$ cat config.mk
export PLATFORM = sky130hd
export DESIGN_NAME = serial_word_feeder
export DESIGN_NICKNAME = d
export VERILOG_FILES = /design/src/rtl/serial_word_feeder_pkg.sv /design/src/rtl/serial_word_feeder_counter.sv /design/src/rtl/serial_word_feeder.sv
export SDC_FILE = /design/constraint.sdc
export NUM_CORES = 1
export LEC_CHECK = 0
export CAP_MARGIN = 10
export CORE_UTILIZATION = 47
export DETAILED_ROUTE_END_ITERATION = 7
export GPL_ROUTABILITY_DRIVEN = 1
export PLACE_DENSITY_LB_ADDON = 0.12
export SYNTH_ARGS = -nofsm -noshare
export SYNTH_HDL_FRONTEND = slang
export SYNTH_SLANG_ARGS = --single-unit
$ cat constraint.sdc
create_clock -name clk -period 1.95 [get_ports clk]
set_clock_uncertainty 0.1 [all_clocks]
set_input_delay 0.585 -clock clk [delete_from_list [all_inputs] [get_ports clk]]
set_output_delay 0.585 -clock clk [all_outputs]
set_load 0.01 [all_outputs]
$ cat src/rtl/serial_word_feeder_pkg.sv
// Shared definitions for the serial word feeder and the bidirectional shift
// register it drives: direction encoding, FSM states and default width.
package serial_word_feeder_pkg;

  localparam int DEFAULT_WIDTH = 4;

  // Direction encoding shared with the downstream shift register
  localparam logic DIR_RIGHT = 1'b0;
  localparam logic DIR_LEFT  = 1'b1;

  typedef enum logic [1:0] {
    ST_IDLE  = 2'd0,
    ST_SHIFT = 2'd1,
    ST_DONE  = 2'd2
  } state_t;

endpackage

$ cat src/rtl/serial_word_feeder_counter.sv
// Bit-index counter for the feeder: loadable up-counter with enable and clear,
// saturating at WIDTH-1 and flagging that terminal count.
module shift_bit_counter
  import serial_word_feeder_pkg::*;
#(
  parameter int WIDTH = DEFAULT_WIDTH,
  parameter int CNT_W = $clog2(WIDTH)
) (
  input  logic             clk,
  input  logic             rst,
  input  logic             i_clr,
  input  logic             i_load,
  input  logic [CNT_W-1:0] i_load_val,
  input  logic             i_en,
  output logic [CNT_W-1:0] o_cnt,
  output logic             o_tc
);

  logic [CNT_W-1:0] r_cnt;
  logic             w_tc;

  assign w_tc = (r_cnt == CNT_W'(WIDTH - 1));

  // Increment is gated at terminal count so the index never wraps in a frame
  always_ff @(posedge clk) begin
    if (rst) begin
      r_cnt <= '0;
    end else if (i_clr) begin
      r_cnt <= '0;
    end else if (i_load) begin
      r_cnt <= i_load_val;
    end else if (i_en && !w_tc) begin
      r_cnt <= r_cnt + CNT_W'(1);
    end
  end

  assign o_cnt = r_cnt;
  assign o_tc  = w_tc;

endmodule

$ cat src/rtl/serial_word_feeder.sv
// Serializes a parallel word onto the right/left serial input of a
// bidirectional shift register, one bit per enabled shift, then pulses done.
module serial_word_feeder
  import serial_word_feeder_pkg::*;
#(
  parameter int WIDTH = DEFAULT_WIDTH,
  parameter int CNT_W = $clog2(WIDTH)
) (
  input  logic             clk,
  input  logic             rst,
  input  logic             load_valid,
  input  logic [WIDTH-1:0] load_data,
  input  logic             load_dir,
  output logic             load_ready,
  input  logic             hold,
  output logic             shift_en,
  output logic             direction,
  output logic             si_right,
  output logic             si_left,
  output logic             frame_done
);

  state_t           r_state;
  logic [WIDTH-1:0] r_word;
  logic             r_dir;
  logic             r_load_ready;
  logic             r_shift_en;
  logic             r_direction;
  logic             r_si_right;
  logic             r_si_left;
  logic             r_frame_done;

  logic             w_accept;
  logic             w_adv;
  logic [CNT_W-1:0] w_cnt;
  logic [CNT_W-1:0] w_idx_nxt;
  logic             w_tc;

  // Bit k of the frame on the lane that matches the direction; other lane 0.
  // Returned as {left, right}.
  function automatic logic [1:0] lanes(input logic [WIDTH-1:0] word,
                                       input logic dir,
                                       input logic [CNT_W-1:0] k);
    logic [CNT_W-1:0] pos;
    logic             b;
    pos = (dir == DIR_LEFT) ? k : (CNT_W'(WIDTH - 1) - k);
    b   = word[pos];
    return (dir == DIR_LEFT) ? {b, 1'b0} : {1'b0, b};
  endfunction

  assign w_accept  = (r_state == ST_IDLE) && load_valid && r_load_ready;
  assign w_adv     = (r_state == ST_SHIFT) && r_shift_en;
  assign w_idx_nxt = w_cnt + CNT_W'(1);

  shift_bit_counter #(
    .WIDTH (WIDTH),
    .CNT_W (CNT_W)
  ) u_cnt (
    .clk        (clk),
    .rst        (rst),
    .i_clr      (w_accept),
    .i_load     (1'b0),
    .i_load_val ('0),
    .i_en       (w_adv),
    .o_cnt      (w_cnt),
    .o_tc       (w_tc)
  );

  // hold is sampled at the clock edge and gates the following cycle's shift,
  // keeping every output a flop with no input-to-output path.
  always_ff @(posedge clk) begin
    if (rst) begin
      r_state      <= ST_IDLE;
      r_word       <= '0;
      r_dir        <= DIR_RIGHT;
      r_load_ready <= 1'b1;
      r_shift_en   <= 1'b0;
      r_direction  <= 1'b0;
      r_si_right   <= 1'b0;
      r_si_left    <= 1'b0;
      r_frame_done <= 1'b0;
    end else begin
      case (r_state)
        ST_IDLE: begin
          r_frame_done <= 1'b0;
          if (w_accept) begin
            r_word                   <= load_data;
            r_dir                    <= load_dir;
            r_state                  <= ST_SHIFT;
            r_load_ready             <= 1'b0;
            r_shift_en               <= 1'b1;
            r_direction              <= load_dir;
            {r_si_left, r_si_right}  <= lanes(load_data, load_dir, '0);
          end
        end
        ST_SHIFT: begin
          if (r_shift_en && w_tc) begin
            r_state      <= ST_DONE;
            r_shift_en   <= 1'b0;
            r_direction  <= 1'b0;
            r_si_right   <= 1'b0;
            r_si_left    <= 1'b0;
            r_frame_done <= 1'b1;
          end else if (r_shift_en) begin
            r_shift_en              <= ~hold;
            {r_si_left, r_si_right} <= lanes(r_word, r_dir, w_idx_nxt);
          end else begin
            r_shift_en <= ~hold;
          end
        end
        ST_DONE: begin
          r_frame_done <= 1'b0;
          r_load_ready <= 1'b1;
          r_state      <= ST_IDLE;
        end
        default: begin
          r_state      <= ST_IDLE;
          r_load_ready <= 1'b1;
          r_shift_en   <= 1'b0;
          r_direction  <= 1'b0;
          r_si_right   <= 1'b0;
          r_si_left    <= 1'b0;
          r_frame_done <= 1'b0;
        end
      endcase
    end
  end

  assign load_ready = r_load_ready;
  assign shift_en   = r_shift_en;
  assign direction  = r_direction;
  assign si_right   = r_si_right;
  assign si_left    = r_si_left;
  assign frame_done = r_frame_done;

endmodule
* Word level (Yosys, flattened, before mapping) *
Cells that the tools add are included.

word-level totals
  memories = 0
  bits in read-only memories = 0
  memory bits (writable) = 0
  bits in latches = 0
  logic and storage cells = 65
  flip-flop bits (word level) = 15
  input bits = 9
  output and inout port bits = 6

cells by class
  multipliers = 0
  order comparisons = 2
  add/sub/neg operators = 2
  divide/modulo/power cells = 0
  reductions and logical operators = 15
  multiplexer cells = 27
  shift operators = 0
  equality and inequality tests = 6
  bitwise operators = 3

operators by type and width
  operator               count
  $mux W1                13
  $mux W2                6
  $pmux W1 S3            4
  $reduce_and A2 Y1      4
  $lt A2 B3 Y1 const B   2
  $reduce_and A3 Y1      2
  $logic_and A1 B1 Y1    5
  $bmux W1 S2            2
  $eq A2 B2 Y1 const B   2
  $ne A2 B1 Y1 const B   2
  $pmux W2 S2            1
  $reduce_or A2 Y1       2
  $ne A3 B2 Y1 const B   1
  $not A1 Y1             3
  $add A2 B1 Y2 const B  1
  $eq A2 B1 Y1 const B   1
  $logic_not A2 Y1       1
  $pmux W1 S2            1
  $sub A2 B2 Y2 const A  1
  $logic_not A1 Y1       1

* Longest topological paths before layout *
  depth in word-level cells = 9
  mapped depth = 4
  mapped depth without buffers = 4

* Cells and area by module *
From an unflattened synthesis, not the netlist that was laid out.

second synthesis, totals
  cells, all modules = 79
  area total of the unflattened synthesis = 711.9 um2

by module, submodules not included
  module              seq. area each (um2)  cells each  instances  area an instance (um2)
  serial_word_feeder  260.2                 68          1          590.6
  shift_bit_counter   40.0                  11          1          121.4

* Worst setup path before layout *
No wires, ideal clock.

  path type = reg2reg
  start point = register u_cnt.r_cnt[0] (netlist: u_cnt.o_cnt[0])
  end point = register r_si_right (netlist: si_right)
  cell stages (with the launch flop) = 5
  slack = 384 ps
  buffers on the path = 0
  period minus slack after synthesis = 1,566 ps
  library setup time = 126 ps
  required time = 1,724 ps
  arrival time = 1,340 ps
  cell sequence = dfxtp_1 ha_1 mux4_2 nand4bb_1 nand4_1

between the ends
  cells in the longest elaborated chain, start to end = 9
  elaborated cells on any way between the ends = 13
  classes of those cells = add/sub (2); eq/ne (2); mux (7); reduce/logical (2)

RTL lines
  what                               line                              text
  start, declared                    serial_word_feeder_counter.sv:19  logic [CNT_W-1:0] r_cnt;
  start signal, assigned             serial_word_feeder_counter.sv:31  r_cnt <= i_load_val;
  start signal, assigned             serial_word_feeder_counter.sv:33  r_cnt <= r_cnt + CNT_W'(1);
  $add A2 B1 Y2 (*)                  serial_word_feeder.sv:53          assign w_idx_nxt = w_cnt + CNT_W'(1);
  named net w_idx_nxt[1]             serial_word_feeder.sv:36          logic [CNT_W-1:0] w_idx_nxt;
  $sub A2 B2 Y2                      serial_word_feeder.sv:46          pos = (dir == DIR_LEFT) ? k : (CNT_W'(WIDTH - 1) - k);
  $mux W2 (*)                        serial_word_feeder.sv:46
  $bmux W1 S2 (*)                    serial_word_feeder.sv:47          b = word[pos];
  $mux W1 (implied by the code) (*)  serial_word_feeder.sv:47
  $mux W2 (*)                        serial_word_feeder.sv:48          return (dir == DIR_LEFT) ? {b, 1'b0} : {1'b0, b};
  $mux W1 (*)                        serial_word_feeder.sv:104         end else if (r_shift_en) begin
  $mux W1 (*)                        serial_word_feeder.sv:97          if (r_shift_en && w_tc) begin
  $pmux W1 S3 (*)                    serial_word_feeder.sv:83          case (r_state)
  end signal, assigned               serial_word_feeder.sv:93          {r_si_left, r_si_right} <= lanes(load_data, load_dir, '0);
  end signal, assigned               serial_word_feeder.sv:106         {r_si_left, r_si_right} <= lanes(r_word, r_dir, w_idx_nxt);
  end, declared                      serial_word_feeder.sv:29          logic r_si_right;

The timed path passes the listed nets; every way through them passes the cells marked *. The select of a mux whose other input is x is not followed.
A chain may end at the register's enable or synchronous reset.

* Final worst setup path *
  start point = register r_direction (netlist: direction)
  end point = output direction

RTL lines
  what                    line                      text
  start, declared         serial_word_feeder.sv:28  logic r_direction;
  start signal, assigned  serial_word_feeder.sv:92  r_direction <= load_dir;
  end, declared           serial_word_feeder.sv:17  output logic direction,

No word-level cell between the ends.

==> reports/metrics.yaml <==
status: "finished clean"
drt-vias-per-instance: 5.63
timing.critical_path.required_ns: 1.26
drt.antenna.violating_nets: 0
layout.cells.most_common: "sky130_fd_sc_hd__dfxtp_1"
layout-area-overhead-vs-synth_pct: 31.3
detail_route.iter0.violations: 8
power_density_nw_per_um2: 692
period_minus_slack_ns: 1.90
final_min_period_over_clock_period_pct: 97.3
finalMaxSlewViolations: 0
initial_core_utilization_pct: 52.2
max_freq_mhz: 527
endpoint_kind: "primary output"
syn_inst: 74
crit_path_cell_trace: "clkdlybuf4s50_1"
antenna-diode-count: 0
seq_area_um2: 302
grt_pass1_vias: 534
top_delay_family_on_crit_path: "buffers and inverters"
final_critical_path_setup_slack_ns: 0.0517
timing.critical_path.slowest_cell_delay_ns: 0.55
total_of_max_cap_violations: 0
cts_num_sinks: 15
setup_violations: 0
globalplace.congestion: 0.776
critPathKind: "reg -> out"
worst_setup_hold_path_clk_slew_ns: 0.10
drc_errors: 0
total_global_routing_track_utilization_pct: 22.9
worst-r2r-cell-count: 4
cts.hold.buffers_added: 0
vias: 614
grt_start_max_net_pins: 18
ys_seq_elements: 15
clk_root_buffer_cell: "sky130_fd_sc_hd__clkbuf_4"
postSynthNetCount: 84
routed_wl_mm: 1.54
cts_tree: "built"
grt_setup_unrepaired: "false"
multi_input_comb_area_um2: 387
final_nets: 105
worst-path-stages: 1
synth-seq-area-share_pct: 42.6
worst_slew_pin_slew_ns: 0.282
ir_drop_mv: 0.436
post_route_cells_drive_above_1_share_pct: 16.0
slowest_library_cell_on_the_worst_path: "sky130_fd_sc_hd__clkdlybuf4s50_1"
clk_latency_ns: 0.29
htreeDepth: 1
global_route_wire_length_before_repair_mm: 2.38
crit_fanout: 3
filler_cell_count: 112
report.power.total_uw: 640
dieWidth_um: 40.7
cp.buffers_inverters: 1
cts-buffers-inserted: 3
synthesis.area_per_instance_um2: 9.52
final_cell_mix: "sky130_fd_sc_hd__dfxtp_1, sky130_fd_sc_hd__clkdlybuf4s50_1, sky130_fd_sc_hd__nand2_1"
clk_path_buf_depth: 2
yosysWarningCount: 0
critPathArrivalTime_ns: 1.21
remaining_global_route_overflow: 0
first_pass_iters: 5
cts_post_setup_buffers_inserted: 0
worst_hold_path.num_cells: 2
rows: 13
netlist-cell-type-count: 24
cellLeakagePower_nw: 0.363
floorplan.io_pins: 15
dpl_worst_slack_ns: -0.0507
timing_hold_violations_final: 0
detailedPlacementHpwl_mm: 1.17
timing.slew.headroom_pct: 81.1
grt_antenna_before_repair: 0
critPathLaunchType: "flop"
floorplan.die_area_um2: 1660
mappedNetlistArea_um2: 704
die_height_um: 40.7
min-delay-path-class: "reg -> reg"
port_buffers: 14
detail_route.wl_per_cell_um: 14.1
design.core.area_um2: 1350
[cell type report]
type                       count  area share, %
timing repair buffer          20           20.6
clock buffer                   3           2.44
clock inverter                 1          0.541
tap                           15           2.03
sequential                    15           32.6
multi-input combinational     55           41.8
[flip-flops by register name (all words and copies together) (netlist names)]
name / count
frame_done: 1
r_dir: 1
r_state: 2
shift_en: 1
u_cnt.o_cnt: 2
load_ready: 1
direction: 1
r_word: 4
si_right: 1
si_left: 1
[kinds of logic (layout without fill, tap and decap cells)]
group	Yosys count	after routing	synth area share [%]
buf+inv	4	24	2.49
xor+xnor	1	1	1.24
mux	3	3	7.81
compound gates	10	10	7.99
fa+ha+maj	1	1	1.78
simple gates	40	40	36.1
flops	15	15	42.6
[through the flow]
stage	utilization (%)	TNS (ns)	area (um^2)	hold slack (ns)	std cells
2_1_floorplan	-	0	704	0.343	74
3_3_place_gp	66.0	-0.000705	891	0.357	105
3_5_place_dp	66.0	-0.0538	891	0.366	105
4_1_cts	68.1	0	920	0.380	109
5_1_grt	68.5	0	925	0.401	109
6_report	68.5	0	925	0.379	109
[final timing paths]
path | start | end | slack, ns
min reg2reg | r_dir$_SDFFE_PP0P_ | r_dir$_SDFFE_PP0P_ | 0.38
min | r_dir$_SDFFE_PP0P_ | r_dir$_SDFFE_PP0P_ | 0.38
max | direction$_SDFFE_PP0P_ | direction | 0.05
max reg2reg | u_cnt.o_cnt[0]$_SDFFE_PP0P_ | si_right$_SDFFE_PP0P_ | 0.33
[what timing repair did]
item / CTS / global route
hold endpoints to repair: 0 / 0
setup endpoints to repair: 1 / 2
resized for setup: 1 / 2
[synthesized netlist by cell type (all sizes together)]
cell type,n,area (um^2)
dfxtp,15,300
nand2,11,41.3
a21oi,7,35.0
nand3,5,25.0
nand3b,4,42.5
nor3,4,20.0
nand2b,3,18.8
nand4bb,3,33.8
nor2,3,11.3
a31oi,2,12.5
and4bb,2,25.0
buf,2,10.0
clkbuf,2,7.51
mux4,2,45.0
nand4,2,12.5
a211o,1,8.76
and2b,1,7.51
ha,1,12.5
mux2i,1,10.0
nand4b,1,8.76
or4,1,7.51
xnor2,1,8.76
[metal layers]
layer	part of all wire, %	vias to the layer above	GRT usage, %
met1	46	283	26.5
met3	4.5	2	9.78
met2	48	14	37.7
li1	-	315	-
met5	0	-	0
met4	0.84	0	7.50
[power by group]
group | total [mW] | switching [mW] | internal (mW)
Clock | 0.179 | 0.102 | 0.0763
Sequential | 0.342 | 0.0176 | 0.324
Combinational | 0.120 | 0.0511 | 0.0687
Total | 0.640 | 0.171 | 0.469
Power figures use the tool's default switching activity.
